--- src/rtl/mvm_share_arbiter.sv ---
// mvm_share_arbiter
// Round-robin arbiter sharing one AXI-stream matrix-vector multiply engine
// between N_REQ requesters. Only one transaction is in flight at a time.
// A grant is held through the operand transfer and the result return.
//
// Ports
//   clk, rst        rising-edge clock, synchronous active-high reset
//   s_kx_*          per-requester operand streams (tdata packed, slice i = requester i)
//   e_kx_*          operand stream to the engine
//   e_y_*           result stream from the engine
//   m_y_*           per-requester result streams (tdata broadcast, qualified by tvalid)
//   grant           current or most recent granted requester
//   busy            transaction in progress (ISSUE or WAIT)
//   done_cnt        per-requester completion counters, wrap on overflow
//
// state | meaning
// ------+-----------------------------------------------
// IDLE  | no grant active, pick next requester round-robin
// ISSUE | operands of granted requester pass to the engine
// WAIT  | engine result passes back to granted requester
module mvm_share_arbiter #(
    parameter int N_REQ = 2,
    parameter int W_KX  = 224,
    parameter int W_Y   = 80,
    parameter int W_CNT = 16
) (
    input  logic                       clk,
    input  logic                       rst,
    input  logic [N_REQ-1:0]           s_kx_tvalid,
    output logic [N_REQ-1:0]           s_kx_tready,
    input  logic [N_REQ*W_KX-1:0]      s_kx_tdata,
    output logic                       e_kx_tvalid,
    input  logic                       e_kx_tready,
    output logic [W_KX-1:0]            e_kx_tdata,
    input  logic                       e_y_tvalid,
    output logic                       e_y_tready,
    input  logic [W_Y-1:0]             e_y_tdata,
    output logic [N_REQ-1:0]           m_y_tvalid,
    input  logic [N_REQ-1:0]           m_y_tready,
    output logic [W_Y-1:0]             m_y_tdata,
    output logic [$clog2(N_REQ)-1:0]   grant,
    output logic                       busy,
    output logic [N_REQ*W_CNT-1:0]     done_cnt
);

    localparam int W_G = $clog2(N_REQ);

    typedef enum logic [1:0] {
        IDLE  = 2'd0,
        ISSUE = 2'd1,
        WAIT  = 2'd2
    } state_t;

    state_t                         state_q;
    state_t                         state_d;
    logic [W_G-1:0]                 grant_q;
    logic [W_G-1:0]                 last_q;
    logic [W_G-1:0]                 pick;
    logic [N_REQ-1:0][W_CNT-1:0]    cnt_q;
    logic                           kx_fire;
    logic                           y_fire;

    // First valid requester scanning last+1, last+2, ... modulo N_REQ.
    function automatic logic [W_G-1:0] rr_pick(input logic [N_REQ-1:0] req,
                                               input logic [W_G-1:0]   prev);
        logic [W_G-1:0] sel;
        logic [W_G-1:0] cand;
        logic           found;
        sel   = '0;
        found = 1'b0;
        for (int k = 1; k <= N_REQ; k++) begin
            cand = W_G'((int'(prev) + k) % N_REQ);
            if (!found && req[cand]) begin
                found = 1'b1;
                sel   = cand;
            end
        end
        return sel;
    endfunction

    assign pick     = rr_pick(s_kx_tvalid, last_q);
    assign kx_fire  = (state_q == ISSUE) && s_kx_tvalid[grant_q] && e_kx_tready;
    assign y_fire   = (state_q == WAIT) && e_y_tvalid && m_y_tready[grant_q];
    assign grant    = grant_q;
    assign done_cnt = cnt_q;
    assign m_y_tdata = e_y_tdata;

    // State register and grant / completion bookkeeping.
    always_ff @(posedge clk) begin
        if (rst) begin
            state_q <= IDLE;
            grant_q <= '0;
            last_q  <= W_G'(N_REQ - 1);
            cnt_q   <= '0;
        end else begin
            state_q <= state_d;
            if (state_q == IDLE && |s_kx_tvalid) begin
                grant_q <= pick;
            end
            if (y_fire) begin
                last_q         <= grant_q;
                cnt_q[grant_q] <= cnt_q[grant_q] + W_CNT'(1);
            end
        end
    end

    always_comb begin
        state_d = state_q;
        case (state_q)
            IDLE:    if (|s_kx_tvalid) state_d = ISSUE;
            ISSUE:   if (kx_fire)      state_d = WAIT;
            WAIT:    if (y_fire)       state_d = IDLE;
            default:                   state_d = IDLE;
        endcase
    end

    // Operand mux follows the grant in every state; only the handshake
    // signals are gated by state.
    always_comb begin
        e_kx_tdata = s_kx_tdata[0 +: W_KX];
        for (int i = 0; i < N_REQ; i++) begin
            if (grant_q == W_G'(i)) e_kx_tdata = s_kx_tdata[W_KX*i +: W_KX];
        end
    end

    always_comb begin
        e_kx_tvalid = 1'b0;
        s_kx_tready = '0;
        e_y_tready  = 1'b0;
        m_y_tvalid  = '0;
        busy        = (state_q != IDLE);
        case (state_q)
            ISSUE: begin
                e_kx_tvalid          = s_kx_tvalid[grant_q];
                s_kx_tready[grant_q] = e_kx_tready;
            end
            WAIT: begin
                m_y_tvalid[grant_q] = e_y_tvalid;
                e_y_tready          = m_y_tready[grant_q];
            end
            default: ;
        endcase
    end

endmodule

--- config.mk ---
export PLATFORM = sky130hd
export DESIGN_NAME = mvm_share_arbiter
export DESIGN_NICKNAME = d
export VERILOG_FILES = /design/src/rtl/mvm_share_arbiter.sv
export SDC_FILE = /design/constraint.sdc
export NUM_CORES = 1
export LEC_CHECK = 0
export BUFFER_PORTS_ARGS = -buffer_cell sky130_fd_sc_hd__buf_2
export CAP_MARGIN = 20
export CORE_AREA = 2 2 341 343
export DETAILED_ROUTE_END_ITERATION = 7
export DIE_AREA = 0 0 343 345
export GPL_TIMING_DRIVEN = 0
export SLEW_MARGIN = 20
export SYNTH_ARGS = -nofsm -noshare
export SYNTH_HDL_FRONTEND = slang
export SYNTH_SLANG_ARGS = --single-unit
--- constraint.sdc ---
create_clock -name clk -period 3.25 [get_ports clk]
set_input_delay 0.65 -clock clk [delete_from_list [all_inputs] [get_ports clk]]
set_output_delay 0.65 -clock clk [all_outputs]
set_load 0.05 [all_outputs]
Word-level counts from Yosys, hierarchy flattened. Cells that the tools add are included.

Register bits after elaboration: 36. Output and inout port bits: 344. Logic and storage cells: 58.

Add/subtract/negate cells: 3. Order comparisons: 4. Equal/unequal tests: 5. Mux-type cells: 27. Bitwise logic cells: 2. Reductions and logical operators: 12.

Operator list (count): $mux 224 (1); $mux 16 (3); $bwmux 32 (1); $add 16x1->16 const B (1); $demux 16 s1 (1); $mux 1 (14); $mux 2 (5); $logic_and 1x1->1 (7); $lt 1x2->1 const B (3); $pmux 2 s3 (1); $and 2x2->2 (2); $ne 2x2->1 const B (2); $reduce_and 3->1 (1); $add 1x1->1 const B (2); $eq 2x1->1 const B (1); $eq 2x2->1 const B (1); $logic_not 2->1 (1); $ne 2x1->1 const B (1); $reduce_bool 2->1 (1); $reduce_or 2->1 (1); $demux 1 s1 (1); $ge 1x1->1 const B (1); $logic_not 1->1 (1).

Logic depth before layout (Yosys ltp). Gate-level depths: netlist (run 1).

Word-level depth: 7. Depth in mapped cells: 12.

Worst setup path after synthesis (run 1). Ideal clock, no wire load.

Path type: register to output. Start point: register grant_q, in the netlist grant. End point: output s_kx_tready[1]. Data arrival time: 2.699 ns. Required time: 2.600 ns. Path slack: -0.099 ns. Stages on the path, launching flop included: 7. Buffers on the path: 4. Path through: dfxtp_1 > buf_6 > buf_4 > clkbuf_1 > buf_2 > inv_1 > nor3_1.

Longest elaborated chain between the ends: 6. Elaborated cells between the ends (all ways): 7.

RTL lines: start, declared (RTL line 56) `logic [W_G-1:0] grant_q;`; start signal, assigned (RTL line 98) `grant_q <= pick;`; $lt 1x2->1 (implied by the code) or $ge 1x1->1 (tied branches) (RTL line 135) `s_kx_tready[grant_q] = e_kx_tready;`; $logic_and 1x1->1 (implied by the code) (RTL line 135); $mux 1 (implied by the code) (RTL line 135); $demux 1 s1 * (RTL line 135); $and 2x2->2 (no source line) *; $mux 2 * (RTL line 132) `case (state_q)`; end, declared (RTL line 30) `output logic [N_REQ-1:0] s_kx_tready,`.

Every way passes the cells marked *; elsewhere a longest branch is shown, timed or not.

Worst setup path in the final report (run 1).
Start point: register grant_q, in the netlist grant. End point: output e_kx_tdata[159].

Longest elaborated chain between the ends: 1.

RTL lines: $mux 224 (RTL line 122) `if (grant_q == W_G'(i)) e_kx_tdata = s_kx_tdata[W_KX*i +: W_KX];`; end, declared (RTL line 34) `output logic [W_KX-1:0] e_kx_tdata,`.

No other way between the ends.

==> impl_metrics.csv, run 1 <==
group,metric,value,unit
min_path,hold_path_class,"register to register",
worst_setup_path,worstPathArrival,2470,ps
worst_setup_path,worst-path-buf-inv,6,
cells_and_area,layout.nets,1899,
pwr,pwr_density_cell,289.3,mW/mm^2
clocking,clk_latency,280,ps
detailed_routing,viasPerCell,2.776,
outcome,status,"completed",
worst_setup_path,path_cells,"buf_6 -> buf_4 -> clkbuf_4 -> buf_16 -> buf_2 -> mux2_2 -> buf_2",
sta,finalWorstPathRequiredPeriod,3116,ps
clocking,ctsHoldBuffers,0,
placement,dp_hpwl,63170,microns
synthesis,synth_area,0.005109,sq mm
worst_setup_path,critPathMaxStageDelay,430,ps
clocking,clock-root-buffer,"clkbuf_16",
global_routing,grt_max_degree,12,
detailed_routing,route.detailed.drc,0,
clocking,clk_pin_slew,60,ps
detailed_routing,postRouteAntennaNets,0,
synthesis,synth-seq-cells,36,
synthesis,synth_top_area_share,0.4982,
cells_and_area,fin_cells,2900,
cells_and_area,syn_to_final_growth,121.1,%
synthesis,synthTopCellsByArea,"mux2_2 50%, dfxtp_1 14%, buf_4 12%",
synthesis,synth_edf_count,0,
synthesis,syn_inst,555,
worst_setup_path,cpMostUsedCell,"buf_2",
synthesis,synth_fp_nets,1092,
clocking,cts_setup_buffers,0,
placement,routabilityCongestion,0.9987,
pwr,vdd_drop_max,0.0001888,V
synthesis,synth_most_common_cell,"mux2_2",
synthesis,avgSynthCellArea,9.205,sq um
global_routing,grt_pass1_vias,7231,
worst_setup_path,required,2600,ps
pwr,cellLeakagePower,5.215,nW
sta,fin_crit_sh,0.9586,
clocking,cts_buffers,5,
sta,setup_ws,134.5,ps
synthesis,ys_warn_count,0,
floorplanning,die_area,0.1183,sq mm
worst_setup_path,criticalPathCategory,"register to output port",
clocking,cts_sinks,36,
sta,fin_setup_tns,0,ps
sta,setup_viol,0,
synthesis,yosysSeqAreaShare,0.1411,
floorplanning,fp.dieW,343,microns
sta,slew_violations,0,
sta,finalClockSkew,5.513,ps
detailed_routing,drtIter0Drc,432,
placement,dpl_worst_slack,-575.6,ps
job,max-cap-violations,0,
global_routing,grt.overflow.total,0,
placement,port_buffers,799,
floorplanning,rows,125,
detailed_routing,dr.pass1.iters,5,
worst_setup_path,crit_path_max_fanout,10,
floorplanning,start_util,0.04438,
worst_setup_path,startpoint_type,"register",
synthesis,post-synth-top-area-cell,"mux2_2",
detailed_routing,routed_wl,66870,microns
floorplanning,ios,880,
sta,fmaxAchievable,0.3210,GHz
sta,rsz0062_at_grt,"false",
worst_setup_path,slowest_stage,"dfxtp_4",
synthesis,synth_common_cells,"226 x mux2_2, 81 x buf_4, 39 x nor2_1, 36 x dfxtp_1",
detailed_routing,wl_per_cell,23.06,microns
global_routing,grt_usage,0.1054,
floorplanning,core-area,0.1151,sq mm
floorplanning,die_y,345,microns
global_routing,grt_pass1_wl,79630,microns
worst_setup_path,crit_path_end_kind,"output port",
clocking,cts_tree,"done",
synthesis,synth_ff_type,"dfxtp_1",
global_routing,antenna_found_initial,104,
synthesis,async_flop_share,0,
worst_setup_path,crit_family,"buffers and inverters",
sta,finalHoldViolations,0,
detailed_routing,via_count,8050,
cells_and_area,layout-drive-gt1-share,0.8452,
cells_and_area,fill_cells,13560,
placement,place_inst,2879,
sta,relSlewSlack,0.4800,
synthesis,synth_cell_type_count,37,
sta,worstMarginPinSlew,777.1,ps
clocking,htreeDepth,2,
clocking,clockBufferDepth,2,
## tightest hold or removal path, stage by stage (launching register included)
cell,delay (ps)
dfxtp_1,310
o21ai_0,70
nand2_1,50
## flip-flops by register name, indices dropped and copies added, names as in the netlist
register,flops
grant,1
state_q,2
done_cnt,32
last_q,1
## metal layers
metal / global-route usage / vias to the layer above / wire, microns
met5: 0 / - / 111
met3: 0.07343 / 146 / 12710
li1: - / 3514 / -
met1: 0.1204 / 3636 / 24380
met2: 0.1648 / 736 / 28200
met4: 0.01150 / 18 / 1464
## cell families after synthesis
family / synth area share
muxes: 0.5099
and+or+nand+nor: 0.1141
xor gates and xnor gates: 0.04115
DFF: 0.1411
adders and majority gates: 0.002449
AOI/OAI and AO/OA: 0.03502
buffers and inverters: 0.1563
## cell type report
cell class / instances / area, sq um / area share
Tap cell: 1524 / 1907 / 0.1688
Timing Repair Buffer: 800 / 4029 / 0.3567
Inverter: 6 / 22.52 / 0.001994
Clock buffer: 7 / 142.6 / 0.01263
Multi-Input combinational cell: 398 / 3633 / 0.3217
Antenna cell: 13 / 32.53 / 0.002880
Sequential cell: 36 / 724.4 / 0.06414
Buffer: 115 / 795.8 / 0.07046
Clock inverter: 1 / 7.507 / 0.0006647
## timing repair
item / in CTS / in global routing
gates cloned: 0 / 0
endpoints found under the setup margin: 205 / 41
resized for setup: 10 / 6
## layout by cell type, fill, tap and decap left out, types with 2 or more instances in the layout
| cell | instances |
|---|---|
| buf_2 | 819 |
| mux2_2 | 226 |
| buf_4 | 84 |
| nor2_1 | 39 |
| dfxtp_1 | 35 |
| nand2_1 | 26 |
| nand3_1 | 15 |
| xnor2_1 | 14 |
| diode_2 | 13 |
| xor2_1 | 10 |
| nand3b_1 | 9 |
| nor3_1 | 7 |
| mux2i_1 | 6 |
| inv_1 | 6 |
| a21oi_1 | 6 |
| clkbuf_1 | 6 |
| clkbuf_4 | 5 |
| clkbuf_16 | 5 |
| o21ai_0 | 4 |
| nand2b_1 | 3 |
| nand4_1 | 3 |
| nand4b_1 | 3 |
| nor4_1 | 3 |
| and3b_1 | 2 |
| a2111oi_4 | 2 |
| a211oi_1 | 2 |
| and2_1 | 2 |
| o31ai_1 | 2 |
| nor4_2 | 2 |
## through the flow
step	util	hold slack, ps	power, mW	cell area, sq um
floorplan	-	440.1	1.995	5114
global placement	0.09573	458.4	2.785	11020
detailed placement	0.09598	459.7	2.795	11050
CTS	0.09768	469.4	3.304	11240
global route	0.09788	520.7	3.403	11270
finish	0.09812	470.9	3.267	11290
## final timing paths
| check | depth (start not counted) | endpoint | startpoint | slack [ps] |
|---|---|---|---|---|
| max | 7 | e_kx_tdata[159] | grant | 130 |
| min | 2 | last_q | last_q | 470 |
| max reg2reg | 12 | done_cnt[14] | grant | 230 |
| min reg2reg | 2 | last_q | last_q | 470 |
## where the power goes
part           switching [mW]  leakage, nW  internal, mW  total, mW
clock                   0.192       0.0702         0.306      0.498
combinational            1.62         4.85         0.703       2.32
sequential            0.00557        0.291         0.444      0.450
total                    1.81         5.22          1.45       3.27
Note: power is estimated with default switching activity, not from simulation.
==> run 2, diff against run 1 <==
--- a/config.mk
+++ b/config.mk
@@ -11,6 +11,7 @@
 export DETAILED_ROUTE_END_ITERATION = 7
 export DIE_AREA = 0 0 343 345
 export GPL_TIMING_DRIVEN = 0
+export PLACE_DENSITY = 0.3
 export SLEW_MARGIN = 20
 export SYNTH_ARGS = -nofsm -noshare
 export SYNTH_HDL_FRONTEND = slang
==> run 2 against run 1 <==
Via count is 6.9% lower. Sequential cell count stayed put. First-iteration DRC count is 44% lower. Non-clock buffer count is 1 lower. Total power is 2.7% lower. Hold slack better by 0.67 ps. Maximum frequency is 2.3% lower. Highest routed layer unchanged.
==> impl_metrics.csv, run 2 (synthesis results as in run 1) <==
group,metric,value,unit
floorplanning,fp.dieW,343,microns
cells_and_area,final_cell_area,0.01130,sq mm
global_routing,grt-busiest-layer,"met2",
worst_setup_path,worst-path-buf-inv,5,
clocking,clock-root-buffer,"clkbuf_16",
global_routing,grt_max_degree,13,
pwr,pwr_density_cell,281.4,mW/mm^2
worst_setup_path,crit_family,"buffers and inverters",
pwr,comb_power_share,0.699,
detailed_routing,dr.pass1.iters,4,
global_routing,met2_usage,0.1343,
clocking,htreeDepth,2,
worst_setup_path,required,2600,ps
global_routing,grt_pass1_wl,67440,microns
worst_setup_path,path_cells,"buf_6 -> buf_4 -> clkbuf_4 -> clkbuf_4 -> mux2_2 -> buf_2",
cells_and_area,fin_util,0.09817,
cells_and_area,final_common_cell,"buf_2",
global_routing,grt_usage,0.08423,
sta,finalHoldViolations,0,
clocking,clk_latency,280,ps
cells_and_area,layout-drive-gt1-share,0.8451,
worst_setup_path,startpoint_type,"register",
worst_setup_path,criticalPathCategory,"register to output port",
detailed_routing,wl_per_cell,18.32,microns
floorplanning,start_util,0.04438,
pwr,cellLeakagePower,5.203,nW
detailed_routing,via_count,7494,
min_path,worstHoldPathCells,2,
sta,timing.hold.ws,471.6,ps
clocking,cts_setup_buffers,0,
global_routing,gr-usage-met1,0.1064,
cells_and_area,layout_common_cells,"819 x buf_2, 226 x mux2_2, 83 x buf_4",
pwr,p_clk_frac,0.160,
worst_setup_path,critPathMaxStageDelay,510,ps
global_routing,antenna_found_initial,54,
cells_and_area,largest_register_ffs,32,
sta,worstMarginPinSlew,789.2,ps
sta,finalClockSkew,6.182,ps
global_routing,met3_usage,0.03798,
floorplanning,ios,880,
pwr,vdd_drop_max,0.0002078,V
pwr,internal-power,1.451,mW
placement,routabilityCongestion,0.8190,
worst_setup_path,crit_path_max_fanout,10,
placement,placed_area,0.01102,sq mm
detailed_routing,viasPerCell,2.573,
detailed_routing,postRouteAntennaNets,0,
floorplanning,die_y,345,microns
cells_and_area,syn_to_final_growth,121.2,%
clocking,cts_sinks,36,
clocking,clk_pin_slew,60,ps
pwr,power,3.180,mW
sta,fmaxAchievable,0.3136,GHz
clocking,cts_tree,"done",
placement,dp_hpwl,49690,microns
sta,fin_crit_sh,0.9811,
worst_setup_path,slowest_stage,"dfxtp_2",
floorplanning,die_area,0.1183,sq mm
sta,fin_setup_tns,0,ps
worst_setup_path,cpMostUsedCell,"clkbuf_4",
pwr,seq_power_share,0.142,
outcome,status,"completed",
detailed_routing,routed_wl,53370,microns
sta,relSlewSlack,0.4719,
pwr,swShare,0.5439,
sta,slew_violations,0,
worst_setup_path,crit_path_end_kind,"output port",
worst_setup_path,r2r_cells,12,
clocking,ctsHoldBuffers,0,
worst_setup_path,cp.depth,6,
floorplanning,rows,125,
placement,port_buffers,799,
clocking,cts_buffers,5,
worst_setup_path,worstPathArrival,2540,ps
sta,finalWorstPathRequiredPeriod,3188,ps
detailed_routing,drtIter0Drc,242,
global_routing,grt_pass1_vias,7517,
cells_and_area,layout.nets,1898,
pwr,switching_power,1.730,mW
global_routing,grt.overflow.total,0,
sta,rsz0062_at_grt,"true",
floorplanning,core-area,0.1151,sq mm
clocking,clockBufferDepth,2,
detailed_routing,route.detailed.drc,0,
sta,setup_viol,0,
job,max-cap-violations,0,
min_path,hold_path_class,"register to register",
-- run 2: timing repair --
action | CTS | global route
hold endpoints to repair | 0 | 0
resized for setup | 7 | 9
endpoints found under the setup margin | 243 | 54
-- run 2: per-layer routing --
metal / vias to the layer above / share of wire
met4: 12 / 0.014
met5: - / 0.0013
met3: 75 / 0.13
met1: 3356 / 0.42
met2: 507 / 0.44
li1: 3544 / -
-- run 2: through the flow --
stage	setup WS [ps]	std cells
after CTS	-5.838	2886
final	61.59	2913
after global placement	-1190	2878
after floorplan	63.69	555
after detailed placement	-532.5	2878
after global routing	-17.02	2890
-- run 2: layout make-up --
| cell class | count | area [sq um] |
|---|---|---|
| multi-input combinational | 398 | 3627 |
| clock buffer | 6 | 138.9 |
| sequential | 36 | 721.9 |
| fill | 13640 | 103800 |
| clock inverter | 2 | 15.01 |
| timing repair buffer | 799 | 3999 |
| tap | 1524 | 1907 |
| buffer | 115 | 802.0 |
| inverter | 6 | 22.52 |
| antenna | 27 | 67.56 |
-- run 2: final timing paths --
path / start / endpoint / slack (ps)
max reg2reg: grant / done_cnt[12] / 250
min: last_q / last_q / 470
min reg2reg: last_q / last_q / 470
max: grant / e_kx_tdata[47] / 60
-- run 2: worst reg2reg max path, cell delays in order (launching register included) --
cell	delay [ps]
dfxtp_2	510
buf_6	210
buf_4	200
buf_4	270
clkbuf_4	300
mux2i_1	150
inv_1	80
ha_1	130
inv_1	130
a21o_2	290
nor4_1	390
xnor2_1	170
nor2_1	50
-- run 2: power groups by stage --
stage	Combinational [mW]	Clock (mW)	Sequential (mW)
final	2.22	0.507	0.451
after global routing	2.32	0.540	0.451
after CTS	2.24	0.523	0.451
after detailed placement	2.23	0	0.461
after global placement	2.25	0	0.460
after floorplan	1.53	0	0.462
==> run 3, diff against run 2 <==
--- a/config.mk
+++ b/config.mk
@@ -7,12 +7,15 @@
 export LEC_CHECK = 0
 export BUFFER_PORTS_ARGS = -buffer_cell sky130_fd_sc_hd__buf_2
 export CAP_MARGIN = 20
-export CORE_AREA = 2 2 341 343
+export CELL_PAD_IN_SITES_DETAIL_PLACEMENT = 0
+export CELL_PAD_IN_SITES_GLOBAL_PLACEMENT = 2
+export CORE_AREA = 2 2 339 341
 export DETAILED_ROUTE_END_ITERATION = 7
-export DIE_AREA = 0 0 343 345
+export DIE_AREA = 0 0 341 343
 export GPL_TIMING_DRIVEN = 0
-export PLACE_DENSITY = 0.3
+export PLACE_DENSITY_LB_ADDON = 0.12
 export SLEW_MARGIN = 20
 export SYNTH_ARGS = -nofsm -noshare
 export SYNTH_HDL_FRONTEND = slang
 export SYNTH_SLANG_ARGS = --single-unit
+export TNS_END_PERCENT = 1
==> run 3 against run 2 <==
Sequential share of layout area up 0.059 points. Non-clock buffer count unchanged. Total power up 0.74%. Largest power group unchanged. Highest routed layer unchanged.
==> impl_metrics.csv, run 3 (synthesis results as in run 1) <==
group,metric,value,unit
sta,slew_violations,0,
floorplanning,die_area,0.1170,sq mm
floorplanning,start_util,0.04504,
detailed_routing,dr.pass1.iters,4,
floorplanning,fp.dieW,341,microns
detailed_routing,via_count,7348,
sta,finalHoldViolations,0,
clocking,htreeDepth,2,
worst_setup_path,worst-path-buf-inv,5,
clocking,clock-root-buffer,"clkbuf_16",
worst_setup_path,crit_path_end_kind,"output port",
worst_setup_path,critPathCapture,"e_kx_tdata[136]",
sta,finalClockSkew,7.605,ps
placement,placed_area,0.01100,sq mm
pwr,cellLeakagePower,5.205,nW
sta,worstMarginPinSlew,979.8,ps
sta,fmaxAchievable,0.3346,GHz
detailed_routing,route.detailed.drc,0,
cells_and_area,largest_register_ffs,32,
global_routing,grt_pass1_vias,7396,
job,max-cap-violations,0,
sta,finalWorstPathRequiredPeriod,2988,ps
detailed_routing,postRouteAntennaNets,0,
worst_setup_path,cp.depth,6,
placement,routabilityCongestion,0.7737,
worst_setup_path,startpoint_type,"register",
worst_setup_path,crit_path_max_fanout,10,
cells_and_area,final_common_cell,"buf_2",
sta,setup_viol,0,
detailed_routing,viasPerCell,2.551,
worst_setup_path,cpMostUsedCell,"buf_2",
global_routing,grt_max_degree,11,
worst_setup_path,slowest_stage,"dfxtp_4",
pwr,pwr_density_cell,285.1,mW/mm^2
floorplanning,ios,880,
clocking,cts_setup_buffers,0,
worst_setup_path,critPathMaxStageDelay,440,ps
floorplanning,die_y,343,microns
detailed_routing,drtIter0Drc,116,
cells_and_area,syn_to_final_growth,120.0,%
clocking,clk_latency,300,ps
worst_setup_path,path_cells,"buf_6 -> buf_4 -> clkbuf_4 -> buf_2 -> mux2_2 -> buf_2",
worst_setup_path,r2r_end,"done_cnt[14]",
clocking,ctsHoldBuffers,0,
worst_setup_path,required,2600,ps
clocking,cts_buffers,5,
global_routing,grt_usage,0.07889,
pwr,vdd_drop_max,0.0001666,V
clocking,cts_sinks,36,
clocking,ctsResizeCount,15,
clocking,clockBufferDepth,2,
detailed_routing,routed_wl,49990,microns
sta,fin_crit_sh,0.9195,
global_routing,grt_pass1_wl,63350,microns
sta,timing.hold.ws,481.2,ps
outcome,status,"completed",
detailed_routing,wl_per_cell,17.35,microns
floorplanning,core-area,0.1134,sq mm
clocking,clk_pin_slew,60,ps
floorplanning,rows,124,
sta,rsz0062_at_grt,"false",
worst_setup_path,r2r_start,"grant",
cells_and_area,layout-drive-gt1-share,0.8436,
clocking,cts_tree,"done",
worst_setup_path,criticalPathCategory,"register to output port",
worst_setup_path,crit_family,"buffers and inverters",
cells_and_area,layout.nets,1898,
placement,dp_hpwl,45880,microns
cells_and_area,final_cell_area,0.01124,sq mm
worst_setup_path,worstPathArrival,2340,ps
worst_setup_path,r2r_cells,12,
global_routing,antenna_found_initial,30,
placement,port_buffers,799,
min_path,hold_path_class,"register to register",
global_routing,grt.overflow.total,0,
cells_and_area,layout_common_cells,"815 x buf_2, 226 x mux2_2, 89 x buf_4",
worst_setup_path,ff2ff_setup_slack,340,ps
sta,relSlewSlack,0.3444,
worst_setup_path,cp-startpoint,"grant",
==> run 3: cell types whose count changed in the layout (fill, tap and decap cells not counted), moves of 2 or more <==
cell / delta
buf_2: -4
diode_2: -20
buf_4: +6
clkbuf_1: +2
clkinvlp_4: -2
==> run 3: stage by stage <==
step	utilization	worst slack, ps	total power [mW]	TNS [ps]	instances
4_1_cts	0.09874	-15.76	3.272	-15.76	2874
5_1_grt	0.09901	55.88	3.353	0	2878
3_3_place_gp	0.09703	-839.6	2.733	-60340	2866
3_5_place_dp	0.09703	-988.3	2.719	-79150	2866
6_report	0.09908	261.8	3.204	0	2881
2_1_floorplan	-	63.69	1.995	0	555
==> run 3: power by group <==
| group | total (mW) | internal (mW) | switching (mW) | leakage, nW |
|---|---|---|---|---|
| registers | 0.450 | 0.444 | 0.00629 | 0.291 |
| clock network | 0.530 | 0.307 | 0.222 | 0.0712 |
| logic | 2.22 | 0.700 | 1.52 | 4.84 |
| total | 3.20 | 1.45 | 1.75 | 5.21 |
==> run 3: area by class of cell <==
cell class / instances / area [sq um]
diodes: 7 / 17.52
plain buffers: 115 / 808.3
clock buffers: 8 / 146.4
fillers: 13370 / 102200
inverters: 6 / 22.52
multi-input cells: 398 / 3627
flip-flops and latches: 36 / 724.4
well taps: 1512 / 1892
repair buffers: 799 / 3999
==> run 3: how the worst min path moves through the flow <==
| stage | from | end | slack (ps) | cells past startpoint |
|---|---|---|---|---|
| after floorplan | last_q | last_q | 440 | 2 |
| after global routing | last_q | last_q | 500 | 2 |
| after global placement | last_q | last_q | 470 | 2 |
| after detailed placement | last_q | last_q | 470 | 2 |
| after CTS | last_q | last_q | 480 | 2 |
| final | last_q | last_q | 480 | 2 |
==> run 3: worst min-delay path, delay by kind of cell (launching register included) <==
family / cells / cell delay, ps
compound gates: 1 / 70
flops: 1 / 310
simple gates: 1 / 50
==> run 3: routing by layer <==
| metal | track usage | wire length [microns] | vias to the layer above | part of all wire |
|---|---|---|---|---|
| li1 | - | - | 3518 | - |
| met1 | 0.07993 | 17240 | 3372 | 0.34 |
| met2 | 0.1484 | 26720 | 361 | 0.53 |
| met3 | 0.03674 | 5116 | 61 | 0.10 |
| met4 | 0.01331 | 692 | 36 | 0.014 |
| met5 | 0 | 231 | - | 0.0046 |
